$ cat src/rtl/urna_cedula_tx.sv
// Ballot transmitter for the voting urn. It sends four BCD digits, plus a confirm digit when needed,
// as Valid strobes, then closes the ballot with a Finish strobe. Every urn-facing output is a flop.
module urna_cedula_tx #(
  parameter int PULSE_CYCLES = 4,
  parameter int GAP_CYCLES   = 4,
  parameter int ACK_TIMEOUT  = 255
) (
  input  logic        Clock,
  input  logic        Reset,
  input  logic        Start,
  input  logic [15:0] Code,
  input  logic        Status,
  output logic [3:0]  Digit,
  output logic        Valid,
  output logic        Finish,
  output logic        Busy,
  output logic        Done,
  output logic        Voted,
  output logic        Timeout
);

  typedef enum logic [2:0] {
    S_IDLE         = 3'd0,
    S_SETUP        = 3'd1,
    S_STROBE       = 3'd2,
    S_WAIT_ACK     = 3'd3,
    S_CLOSE_SETUP  = 3'd4,
    S_CLOSE_STROBE = 3'd5,
    S_DONE         = 3'd6
  } state_e;

  localparam logic [7:0] GAP_LAST   = 8'(GAP_CYCLES - 1);
  localparam logic [7:0] PULSE_LAST = 8'(PULSE_CYCLES - 1);
  localparam logic [7:0] ACK_LAST   = 8'(ACK_TIMEOUT - 1);

  state_e      state_q, state_d;
  logic [15:0] code_q, code_d;
  logic [2:0]  idx_q, idx_d;
  logic [7:0]  cnt_q, cnt_d;
  logic [1:0]  sync_q, sync_d;
  logic [3:0]  digit_q, digit_d;
  logic        valid_q, valid_d;
  logic        finish_q, finish_d;
  logic        busy_q, busy_d;
  logic        done_q, done_d;
  logic        voted_q, voted_d;
  logic        timeout_q, timeout_d;
  logic        st_s;

  function automatic logic [3:0] pick_nibble(input logic [15:0] code, input logic [2:0] idx);
    case (idx)
      3'd0:    pick_nibble = code[15:12];
      3'd1:    pick_nibble = code[11:8];
      3'd2:    pick_nibble = code[7:4];
      3'd3:    pick_nibble = code[3:0];
      default: pick_nibble = 4'hF;
    endcase
  endfunction

  assign st_s = sync_q[1];

  // Next-state, ballot bookkeeping and the per-state cycle counter
  always_comb begin
    state_d   = state_q;
    code_d    = code_q;
    idx_d     = idx_q;
    voted_d   = voted_q;
    timeout_d = timeout_q;
    sync_d    = {sync_q[0], Status};
    case (state_q)
      S_IDLE: begin
        if (Start) begin
          state_d   = S_SETUP;
          code_d    = Code;
          idx_d     = 3'd0;
          voted_d   = 1'b0;
          timeout_d = 1'b0;
        end else begin
          state_d = S_IDLE;
        end
      end
      S_SETUP: begin
        // An acknowledge after any data strobe ends the ballot before the pending strobe
        if ((idx_q != 3'd0) && st_s) begin
          voted_d = 1'b1;
          state_d = S_CLOSE_SETUP;
        end else if (cnt_q == GAP_LAST) begin
          state_d = S_STROBE;
        end else begin
          state_d = S_SETUP;
        end
      end
      S_STROBE: begin
        if (cnt_q == PULSE_LAST) begin
          if (idx_q == 3'd4) begin
            state_d = S_WAIT_ACK;
          end else begin
            idx_d   = idx_q + 3'd1;
            state_d = S_SETUP;
          end
        end else begin
          state_d = S_STROBE;
        end
      end
      S_WAIT_ACK: begin
        if (st_s) begin
          voted_d = 1'b1;
          state_d = S_CLOSE_SETUP;
        end else if (cnt_q == ACK_LAST) begin
          timeout_d = 1'b1;
          state_d   = S_CLOSE_SETUP;
        end else begin
          state_d = S_WAIT_ACK;
        end
      end
      S_CLOSE_SETUP: begin
        if (cnt_q == GAP_LAST) begin
          state_d = S_CLOSE_STROBE;
        end else begin
          state_d = S_CLOSE_SETUP;
        end
      end
      S_CLOSE_STROBE: begin
        if (cnt_q == PULSE_LAST) begin
          state_d = S_DONE;
        end else begin
          state_d = S_CLOSE_STROBE;
        end
      end
      S_DONE:  state_d = S_IDLE;
      default: state_d = S_IDLE;
    endcase
    if ((state_d != state_q) || (state_q == S_IDLE)) begin
      cnt_d = 8'd0;
    end else begin
      cnt_d = cnt_q + 8'd1;
    end
  end

  // Urn-facing outputs decoded from the current state, then registered so they change only on edges
  always_comb begin
    digit_d  = 4'h0;
    valid_d  = 1'b0;
    finish_d = 1'b0;
    busy_d   = 1'b1;
    done_d   = 1'b0;
    case (state_q)
      S_IDLE:         busy_d = 1'b0;
      S_SETUP:        digit_d = pick_nibble(code_q, idx_q);
      S_WAIT_ACK:     digit_d = pick_nibble(code_q, idx_q);
      S_STROBE: begin
        digit_d = pick_nibble(code_q, idx_q);
        valid_d = 1'b1;
      end
      S_CLOSE_SETUP:  finish_d = 1'b1;
      S_CLOSE_STROBE: begin
        finish_d = 1'b1;
        valid_d  = 1'b1;
      end
      S_DONE:         done_d = 1'b1;
      default:        busy_d = 1'b0;
    endcase
  end

  // State, synchronizer and output registers
  always_ff @(posedge Clock or negedge Reset) begin
    if (!Reset) begin
      state_q   <= S_IDLE;
      code_q    <= 16'h0000;
      idx_q     <= 3'd0;
      cnt_q     <= 8'd0;
      sync_q    <= 2'b00;
      digit_q   <= 4'h0;
      valid_q   <= 1'b0;
      finish_q  <= 1'b0;
      busy_q    <= 1'b0;
      done_q    <= 1'b0;
      voted_q   <= 1'b0;
      timeout_q <= 1'b0;
    end else begin
      state_q   <= state_d;
      code_q    <= code_d;
      idx_q     <= idx_d;
      cnt_q     <= cnt_d;
      sync_q    <= sync_d;
      digit_q   <= digit_d;
      valid_q   <= valid_d;
      finish_q  <= finish_d;
      busy_q    <= busy_d;
      done_q    <= done_d;
      voted_q   <= voted_d;
      timeout_q <= timeout_d;
    end
  end

  assign Digit   = digit_q;
  assign Valid   = valid_q;
  assign Finish  = finish_q;
  assign Busy    = busy_q;
  assign Done    = done_q;
  assign Voted   = voted_q;
  assign Timeout = timeout_q;

endmodule

$ cat config.mk
export PLATFORM = sky130hd
export DESIGN_NAME = urna_cedula_tx
export DESIGN_NICKNAME = d
export VERILOG_FILES = /design/src/rtl/urna_cedula_tx.sv
export SDC_FILE = /design/constraint.sdc
export NUM_CORES = 1
export LEC_CHECK = 0
export ABC_AREA = 1
export BUFFER_PORTS_ARGS = -buffer_cell sky130_fd_sc_hd__buf_2
export CAP_MARGIN = 20
export CORE_MARGIN = 10
export CORE_UTILIZATION = 40
export DETAILED_ROUTE_END_ITERATION = 8
export MAX_ROUTING_LAYER = met4
export PLACE_DENSITY = 0.59
export SYNTH_ARGS = -nofsm -noshare
export SYNTH_HDL_FRONTEND = slang
export SYNTH_SLANG_ARGS = --single-unit
$ cat constraint.sdc
create_clock -name Clock -period 1.8 [get_ports Clock]
set_clock_uncertainty 0.2 [all_clocks]
set_input_delay 0.36 -clock Clock [delete_from_list [all_inputs] [get_ports Clock]]
set_output_delay 0.36 -clock Clock [all_outputs]
set_load 0.02 [all_outputs]
# --- Word level (Yosys, flattened, before mapping) ---
# Cells that the tools add are included.
# W data, S select, Z words.
totals:
  word_cells: 78
  inputBits: 20
  output_inout_bits: 10
  ff_bits: 42
classes:
  muxes: 28
  n_addsub: 2
  n_reduce_logical: 16
  n_eq_ne: 20
op_table:
  columns: ["operator", "n"]
  rows:
  - ["$mux W3", 7]
  - ["$pmux W3 S6", 1]
  - ["$pmux W4 S4", 1]
  - ["$ne A2 B2 Y1 const B", 7]
  - ["$eq A3 B2 Y1 const B", 4]
  - ["$eq A3 B3 Y1 const B", 4]
  - ["$reduce_and A4 Y1", 3]
  - ["$mux W1", 11]
  - ["$add A8 B1 Y8 const B", 1]
  - ["$eq A8 B2 Y1 const B", 1]
  - ["$eq A8 B8 Y1 const B", 1]
  - ["$mux W8", 1]
  - ["$eq A3 B1 Y1 const B", 2]
  - ["$logic_not A3 Y1", 2]
  - ["$mux W2", 3]
  - ["$pmux W3 S2", 1]
  - ["$reduce_bool A3 Y1", 2]
  - ["$reduce_or A6 Y1", 1]
  - ["$mux W4", 1]
  - ["$reduce_bool A2 Y1", 2]
  - ["$reduce_or A2 Y1", 2]
  - ["$add A3 B1 Y3 const B", 1]
  - ["$ne A3 B3 Y1", 1]
  - ["$pmux W1 S3", 1]
  - ["other kinds (5)", 5]

# --- Depth between registers and ports, before layout ---
# Gate-level depths: netlist (run 1).
logic_depth:
  word_depth: 7
  mapped_depth: 11
  mapped_depth_nobuf: 11

# --- Worst setup path before layout (run 1) ---
# OpenSTA, ideal clock, no wires.
synth_timing:
  kind: "register -> register"
  start: "reg idx_q[0]"
  end: "reg cnt_q[0]"
  stages_incl_launch_ff: 12
  period_less_slack_ns: 1.546
  arrival_time_ns: 1.274
  setup_ns: 0.072
  path_buffers: 0
  setup_slack_ns: 0.254
  t_required_ns: 1.528
  path_cell_list: "dfrtp_1 -> inv_1 -> ha_1 -> nand2_1 -> nand2_1 -> nand2_2 -> nand2_1 -> nand2_1 -> nand3_2 -> nand2_2 -> nand2_4 -> nor2_1"
synth_via:
  elab_chain_len: 7
  word_cells_on_any_way: 10
  classes_between: "eq/ne (2); mux (5); reduce/logical (3)"
synth_rtl:
  columns: ["item", "line", "text"]
  rows:
  - ["start: declaration", "38", "logic [2:0] idx_q, idx_d;"]
  - ["start signal: assignment", "183", "idx_q <= idx_d;"]
  - ["$reduce_bool A3 Y1", "84", "if ((idx_q != 3'd0) && st_s) begin"]
  - ["$logic_and A1 B1 Y1", "84", null]
  - ["$mux W3", "84", null]
  - ["$pmux W3 S6", "70", "case (state_q)"]
  - ["net state_d[0]", "36", "state_e state_q, state_d;"]
  - ["$ne A3 B3 Y1", "133", "if ((state_d != state_q) || (state_q == S_IDLE)) begin"]
  - ["$logic_or A1 B1 Y1", "133", null]
  - ["$mux W8", "133", null]
  - ["net cnt_d[0]", "39", "logic [7:0] cnt_q, cnt_d;"]
  - ["end signal: assignment", "184", "cnt_q <= cnt_d;"]
  - ["end: declaration", "39", null]
# The timed path passes the listed nets, and every way through them passes these cells.
# A chain may end at the register's enable or synchronous reset.

# --- Worst setup path in the final report (run 1) ---
layout_timing:
  start: "reg idx_q[0]"
  end: "reg digit_q[1] (netlist: Digit[1])"
layout_via:
  elab_chain_len: 3
  word_cells_on_any_way: 6
  classes_between: "eq/ne (3); mux (2); reduce/logical (1)"
layout_rtl:
  columns: ["item", "line", "text"]
  rows:
  - ["$eq A3 B2 Y1 (tied with other cells)", "51", "case (idx)"]
  - ["$pmux W4 S4 *", "51", null]
  - ["$mux W4 *", null, null]
  - ["net digit_d[1]", "41", "logic [3:0] digit_q, digit_d;"]
  - ["end signal: assignment", "186", "digit_q <= digit_d;"]
  - ["end: declaration", "41", null]
# Mark *: on every way through the listed nets, which the timed path passes. The rest lies on a longest branch.

==> summary.md, run 1 <==
| Metric | Value |
|---|---|
| Status | completed |
| Crit end category | register |
| Initial core utilization | 41.4% |
| Global-route wire length before repair | 7.36 mm |
| Synth Instances | approximately 240 |
| Largest net degree at the start of global routing | 43 |
| DR vias | 1624 |
| Chip height | between 90 and 100 um |
| Sum of routed wire length over all layers | 4.35 mm |
| Yosys reg bits | 42 |
| Dpl cell area | approximately 2200 sq um |
| Top FF cell, synth | dfrtp_1 |
| CP Max Fanout | 5 |
| I/O Pins | 30 |
| Clock Pin Slew Worst Setup and Hold Paths | 0.08 ns |
| Total power | between 3 and 4 mW |
| Finished layout cell area | approximately 2500 sq um |
| Worst Max-Slew Pin Slew | 0.327 ns |
| Util after Layout | between 50% and 60% |
| GRT Total Usage | 11.1% |
| Slew HR | between 70 and 80% |
| Top-count cell post-synth | nand2_1 |
| DR vias/cell | 4.57 |
| Vias in the first global route | between 1.5k and 2k |
| Synth unique cells | 23 |
| Row count | 25 |
| Post-DR wirelength/cell | between 10 and 15 um |
| Hold_ws | approximately 0.058 ns |
| Initial antenna violation count | 0 |
| Initial DRT Pass Iterations | 4 |
| Share of layout cells above drive strength 1 | about 29% |
| CTS sink cnt | 42 |
| Root Driver | clkbuf_8 |
| Min-Delay Path Class | input port to register |
| Yosys warnings | 0 |
| Leakage | 1.28 nW |
| Crit path kind | register to register |
| Clk buf depth | 2 |
| CTS H-Tree Depth | 2 |
| Fin. max-slew vios | 0 |
| Most common library cells after synthesis | 84 x nand2_1, 42 x dfrtp_1, 25 x inv_1 |
| Final min period | 1.74 ns |
| Mapped Nets | 265 |
| Final worst slack | 0.0562 ns |
| Yosys top cell by area | dfrtp_1 |
| Antenna Cells | 0 |
| Asr flop ratio synth | 100% |
| Post-DP HPWL | 3.00 mm |
| # DRC | 0 |
| Antenna-violating nets left | 0 |
| Pwr dens | ~1400 nW/um^2 |
| Layout fillers | a little under 500 |
| Inserted Clock Buffers | 5 |
| Critical Path Source Type | register |
| Skew-Pair Late Insertion Delay | a little under 0.3 ns |
| Synth area leaders | dfrtp_1 53%, nand2_1 16%, inv_1 4.8% |
| EDFF count, synth | 0 |
| Final hold vios | 0 |
| Final setup vio count | 0 |
| Grt total ovfl | 0 |
| Fmax | 0.573 GHz |
| Final period util | between 90% and 100% |
| Final GP Congestion | about 0.87 |
| Max cap viols | 0 |
| CTS tree | done |
| Maximum vdd ir drop | approximately 0.00048 V |
| Synthesized area per cell | approximately 8.3 sq um |
| Core Area | 4750 sq um |
| Die Wd | 90.2 um |
| Seq/Total Area, Yosys | between 50% and 60% |
| Layout area overhead | 28.9% |
| Yosys top cell area share | 53.3% |
| Port bufs | 29 |
| Req. time, crit path | 1.78 ns |
| Crit path DAT | 1.72 ns |
| Die area | 8130 sq um |
| Post-Syn Area | 1970 sq um |
| DRT iter0 DRCs | 73 |
| Layout net count | between 300 and 400 |
| DP Worst Slack | 0.0213 ns |
==> worst max-delay path: stages, from the launching register on <==
cell,delay [ns]
dfrtp_1,0.43
buf_4,0.15
ha_2,0.19
ha_4,0.17
nand2_1,0.05
o21ai_1,0.06
a221oi_1,0.25
a21oi_1,0.12
==> report_power, final <==
group / switching, mW / internal (mW) / total (mW)
sequential: 0.197 / 1.26 / 1.46
clock: 0.314 / 0.415 / 0.729
combinational: 0.848 / 0.519 / 1.37
total: 1.36 / 2.19 / 3.55
==> metrics by stage <==
| step | instances | TNS [ns] |
|---|---|---|
| 2_1_floorplan | 238 | 0 |
| 3_3_place_gp | 334 | 0 |
| 3_5_place_dp | 334 | 0 |
| 4_1_cts | 345 | 0 |
| 5_1_grt | 355 | -0.181 |
| 6_report | 355 | 0 |
==> layer usage <==
layer,GRT usage [%],share of wire (%),vias to the layer above
li1,-,-,845
met1,14.0,50,740
met2,16.3,44,34
met3,2.99,5.0,5
met4,5.17,1.4,0
met5,-,0,-
==> final cells by class <==
class | instances | area, sq um | share of cell area (%)
Sequential cell | 42 | 1050 | 41.4
Timing Repair Buffer | 45 | 283 | 11.1
Clock buffer | 7 | 76.3 | 3.00
Inverter | 28 | 109 | 4.29
Multi-Input combinational cell | 165 | 906 | 35.7
Clock inverter | 1 | 30.0 | 1.18
Tap cell | 67 | 83.8 | 3.30
==> final timing paths <==
check / startpoint / endpoint / slack (ns) / cells past startpoint
setup / recovery: idx_q[0] / Digit[1] / 0.06 / 7
hold / removal: Code[10] / code_q[10] / 0.06 / 3
setup reg to reg: idx_q[0] / Digit[1] / 0.06 / 7
hold reg to reg: sync_q[0] / sync_q[1] / 0.15 / 0
max in group asynchronous: Reset / cnt_q[1] / 0.83 / 3
min in group asynchronous: Reset / cnt_q[4] / 0.37 / 3
==> cells by family after synthesis <==
kind of cell	share of synthesized area (%)
adders and majority gates	4.44
DFF	53.3
and+or+nand+nor	27.4
xor gates and xnor gates	1.78
buffers and inverters	6.09
AOI/OAI and AO/OA	6.98
==> cells in the final DEF, fill, tap and decap left out, types with 3 or more instances in the layout <==
| master | count |
|---|---|
| nor3_1 | 3 |
| inv_1 | 21 |
| nand2_2 | 6 |
| o21ai_0 | 6 |
| clkbuf_8 | 5 |
| dfrtp_1 | 41 |
| xor2_1 | 3 |
| inv_2 | 6 |
| o21ai_1 | 4 |
| nor2_2 | 6 |
| nor2_1 | 18 |
| buf_2 | 29 |
| nand3_1 | 9 |
| buf_4 | 13 |
| a21oi_2 | 3 |
| nand3_2 | 3 |
| ha_4 | 4 |
| a21oi_1 | 6 |
| nand2_1 | 80 |
==> what timing repair did <==
item | in CTS | in global routing
endpoints found under the hold margin | 43 | 0
endpoints found under the setup margin | 1 | 14
buffers inserted | 1 | 10
pin swaps | 0 | 10
resized for setup | 0 | 31
hold buffers | 2 | 0
==> sequential cells by signal, indices dropped and copies added (netlist names), 2 cells and up <==
register,cells
Digit,4
cnt_q,8
code_q,16
idx_q,3
state_q,3
sync_q,2
(Power assumes the default switching activity.)
==> run 2: changes to the inputs <==
Settings changed: PLACE_DENSITY 0.59 to 0.61.
Clock period 1.8 ns to 1.6 ns, I/O delays scaled along.
==> run 2 against run 1 <==
Effect of this change:
- the run now ends with negative setup slack left
- highest routed layer unchanged
- non-clock buffer count increased by 16
- flip-flop and latch count did not move
- core utilization up 8.8 points
- count of clock-buffer cells in the layout shrank 1
- hold slack got worse by 0.041 ns
- cell area rose by 16%
==> summary.md, run 2 (synthesis gave the netlist of run 1 again) <==
| Metric | Value |
|---|---|
| DR vias/cell | approximately 4.7 |
| Global-route wire length before repair | roughly 7.7 mm |
| Initial core utilization | a little over 40% |
| Vias in the first global route | roughly 1.7k |
| Clock Pin Slew Worst Setup and Hold Paths | about 0.080 ns |
| Leakage | ~1.4 nW |
| Die Wd | around 90 um |
| Max reg flops | 16 |
| FF+latch area | 1050 sq um |
| Final worst slack | -0.102 ns |
| Final hold vios | 0 |
| Crit end category | register |
| DRT iter0 DRCs | around 70 |
| Worst R2R Setup Slack | -0.10 ns |
| Layout area overhead | 50.1% |
| CTS tree | done |
| Met1 WL | roughly 2.2 mm |
| Inserted Clock Buffers | 5 |
| Final setup vio count | 18 |
| Min-Delay Path Class | input port to register |
| Chip height | about 90 um |
| GRT Total Usage | a little under an eighth |
| Final period util | 106% |
| Met3 wire len | ~260 um |
| # DRC | 0 |
| Grt total ovfl | 0 |
| Worst setup path startpoint | idx_q[1] |
| End of the critical path | state_q[0] |
| CTS sink cnt | 42 |
| Req. time, crit path | 1.59 ns |
| Most frequent cells in the layout | 57 x nand2_1, 41 x dfrtp_1, 29 x buf_2 |
| Layout net count | 330 |
| Critical Path Source Type | register |
| Initial antenna violation count | 0 |
| Final GP Congestion | 0.883 |
| Commonest non-fill, non-tap cell in the layout | nand2_1 |
| Slew HR | 59.9% |
| RSZ-0062 raised after global routing | yes |
| Largest Register | code_q |
| Post-DP HPWL | 3.08 mm |
| Largest net degree at the start of global routing | 43 |
| Hold Path Depth | 3 |
| Final min period | ~1.7 ns |
| Post-route insts no fill | 371 |
| Placed cell count | about 350 |
| Sum of routed wire length over all layers | 5.10 mm |
| Share of layout cells above drive strength 1 | between 40% and 50% |
| Status | finished with violations |
| DR vias | about 1.8k |
| Port bufs | 29 |
| Max cap viols | 0 |
| Crit path kind | register to register |
| Sum Neg Setup Slack | -1.23 ns |
| Clk buf depth | 2 |
| CTS H-Tree Depth | 2 |
| Initial DRT Pass Iterations | 4 |
| Antenna-violating nets left | 0 |
| Antenna Cells | 0 |
| Crit path DAT | 1.69 ns |
| Area of the multi-input gates | 1170 sq um |
| Core Area | 4750 sq um |
| Post-DR wirelength/cell | between 10 and 15 um |
| Fin. max-slew vios | 0 |
| R2R cell count | 10 |
| Pwr dens | 1620 nW/um^2 |
| Layout fillers | 413 |
| Skew-Pair Late Insertion Delay | ~0.29 ns |
| Root Driver | clkbuf_8 |
| FF-to-FF End | state_q[0] |
| DP Worst Slack | -0.117 ns |
| Max layer used | met4 |
| Row count | 25 |
| CP Max Fanout | 3 |
| I/O Pins | 30 |
| Worst r2r src | idx_q[1] |
| Worst Max-Slew Pin Slew | a little under 0.6 ns |
| Die area | slightly above 8000 sq um |
| Total power | 4.78 mW |
| Wire length on met2 | ~2.6 mm |
| Maximum vdd ir drop | 0.000793 V |
| Fmax | between 0.5 and 0.6 GHz |
| Failing checks | negative setup slack |
run 2: changes by cell type in the layout (fill, tap and decap cells not counted), sizes merged:
cell | before | now
buf | 43 | 59
clkbuf | 7 | 6
clkinv | 0 | 1
clkinvlp | 1 | 2
inv | 27 | 26
run 2: layout make-up:
type,instances,share of cell area (%)
Timing Repair Buffer,61,14.4
Tap cell,67,2.83
Inverter,28,3.93
Clock inverter,2,1.27
Sequential cell,42,35.6
Clock buffer,6,2.45
Multi-Input combinational cell,165,39.6
run 2: repair_timing:
action                     in CTS  in global routing
setup endpoints to repair      18                 36
hold buffers                    2                  0
pin swaps                      14                 19
hold endpoints to repair       43                  0
setup buffers                   9                  5
resized for setup              33                 76
run 2: report_power, final:
part / total, mW / leakage (nW) / internal, mW / switching [mW]
clock: 0.821 / 0.0514 / 0.465 / 0.356
combinational: 2.28 / 0.807 / 0.951 / 1.32
sequential: 1.68 / 0.540 / 1.42 / 0.264
run 2: worst min-delay path by stage:
stage | slack, ns | start | to
3_5_place_dp | 0.11 | Reset | cnt_q[3]
5_1_grt | 0.02 | Code[15] | code_q[15]
2_1_floorplan | -0.18 | Reset | Busy
6_report | 0.02 | Code[4] | code_q[4]
4_1_cts | 0.01 | Code[4] | code_q[4]
3_3_place_gp | 0.11 | Reset | cnt_q[5]
run 2: worst max-delay path: stages (launching register included):
cell     delay (ns)
dfrtp_1        0.40
inv_2          0.07
ha_4           0.17
nand2_2        0.09
nand2_2        0.07
nand2_4        0.10
nand2_2        0.06
nand2_2        0.08
nand3_4        0.09
buf_4          0.14
buf_4          0.12
run 2: stage by stage:
step | area [sq um] | utilization (%) | hold slack, ns
6_report | 2960 | 62.2 | 0.0167
5_1_grt | 2960 | 62.2 | 0.0159
4_1_cts | 2630 | 55.2 | 0.0122
3_5_place_dp | 2330 | 49.1 | 0.109
3_3_place_gp | 2330 | 49.1 | 0.107
2_1_floorplan | 1970 | - | -0.176
run 2: per-layer routing:
layer	track usage [%]	up-vias
met3	3.16	12
met4	3.98	0
met2	17.9	43
met5	-	-
met1	14.0	825
li1	-	880
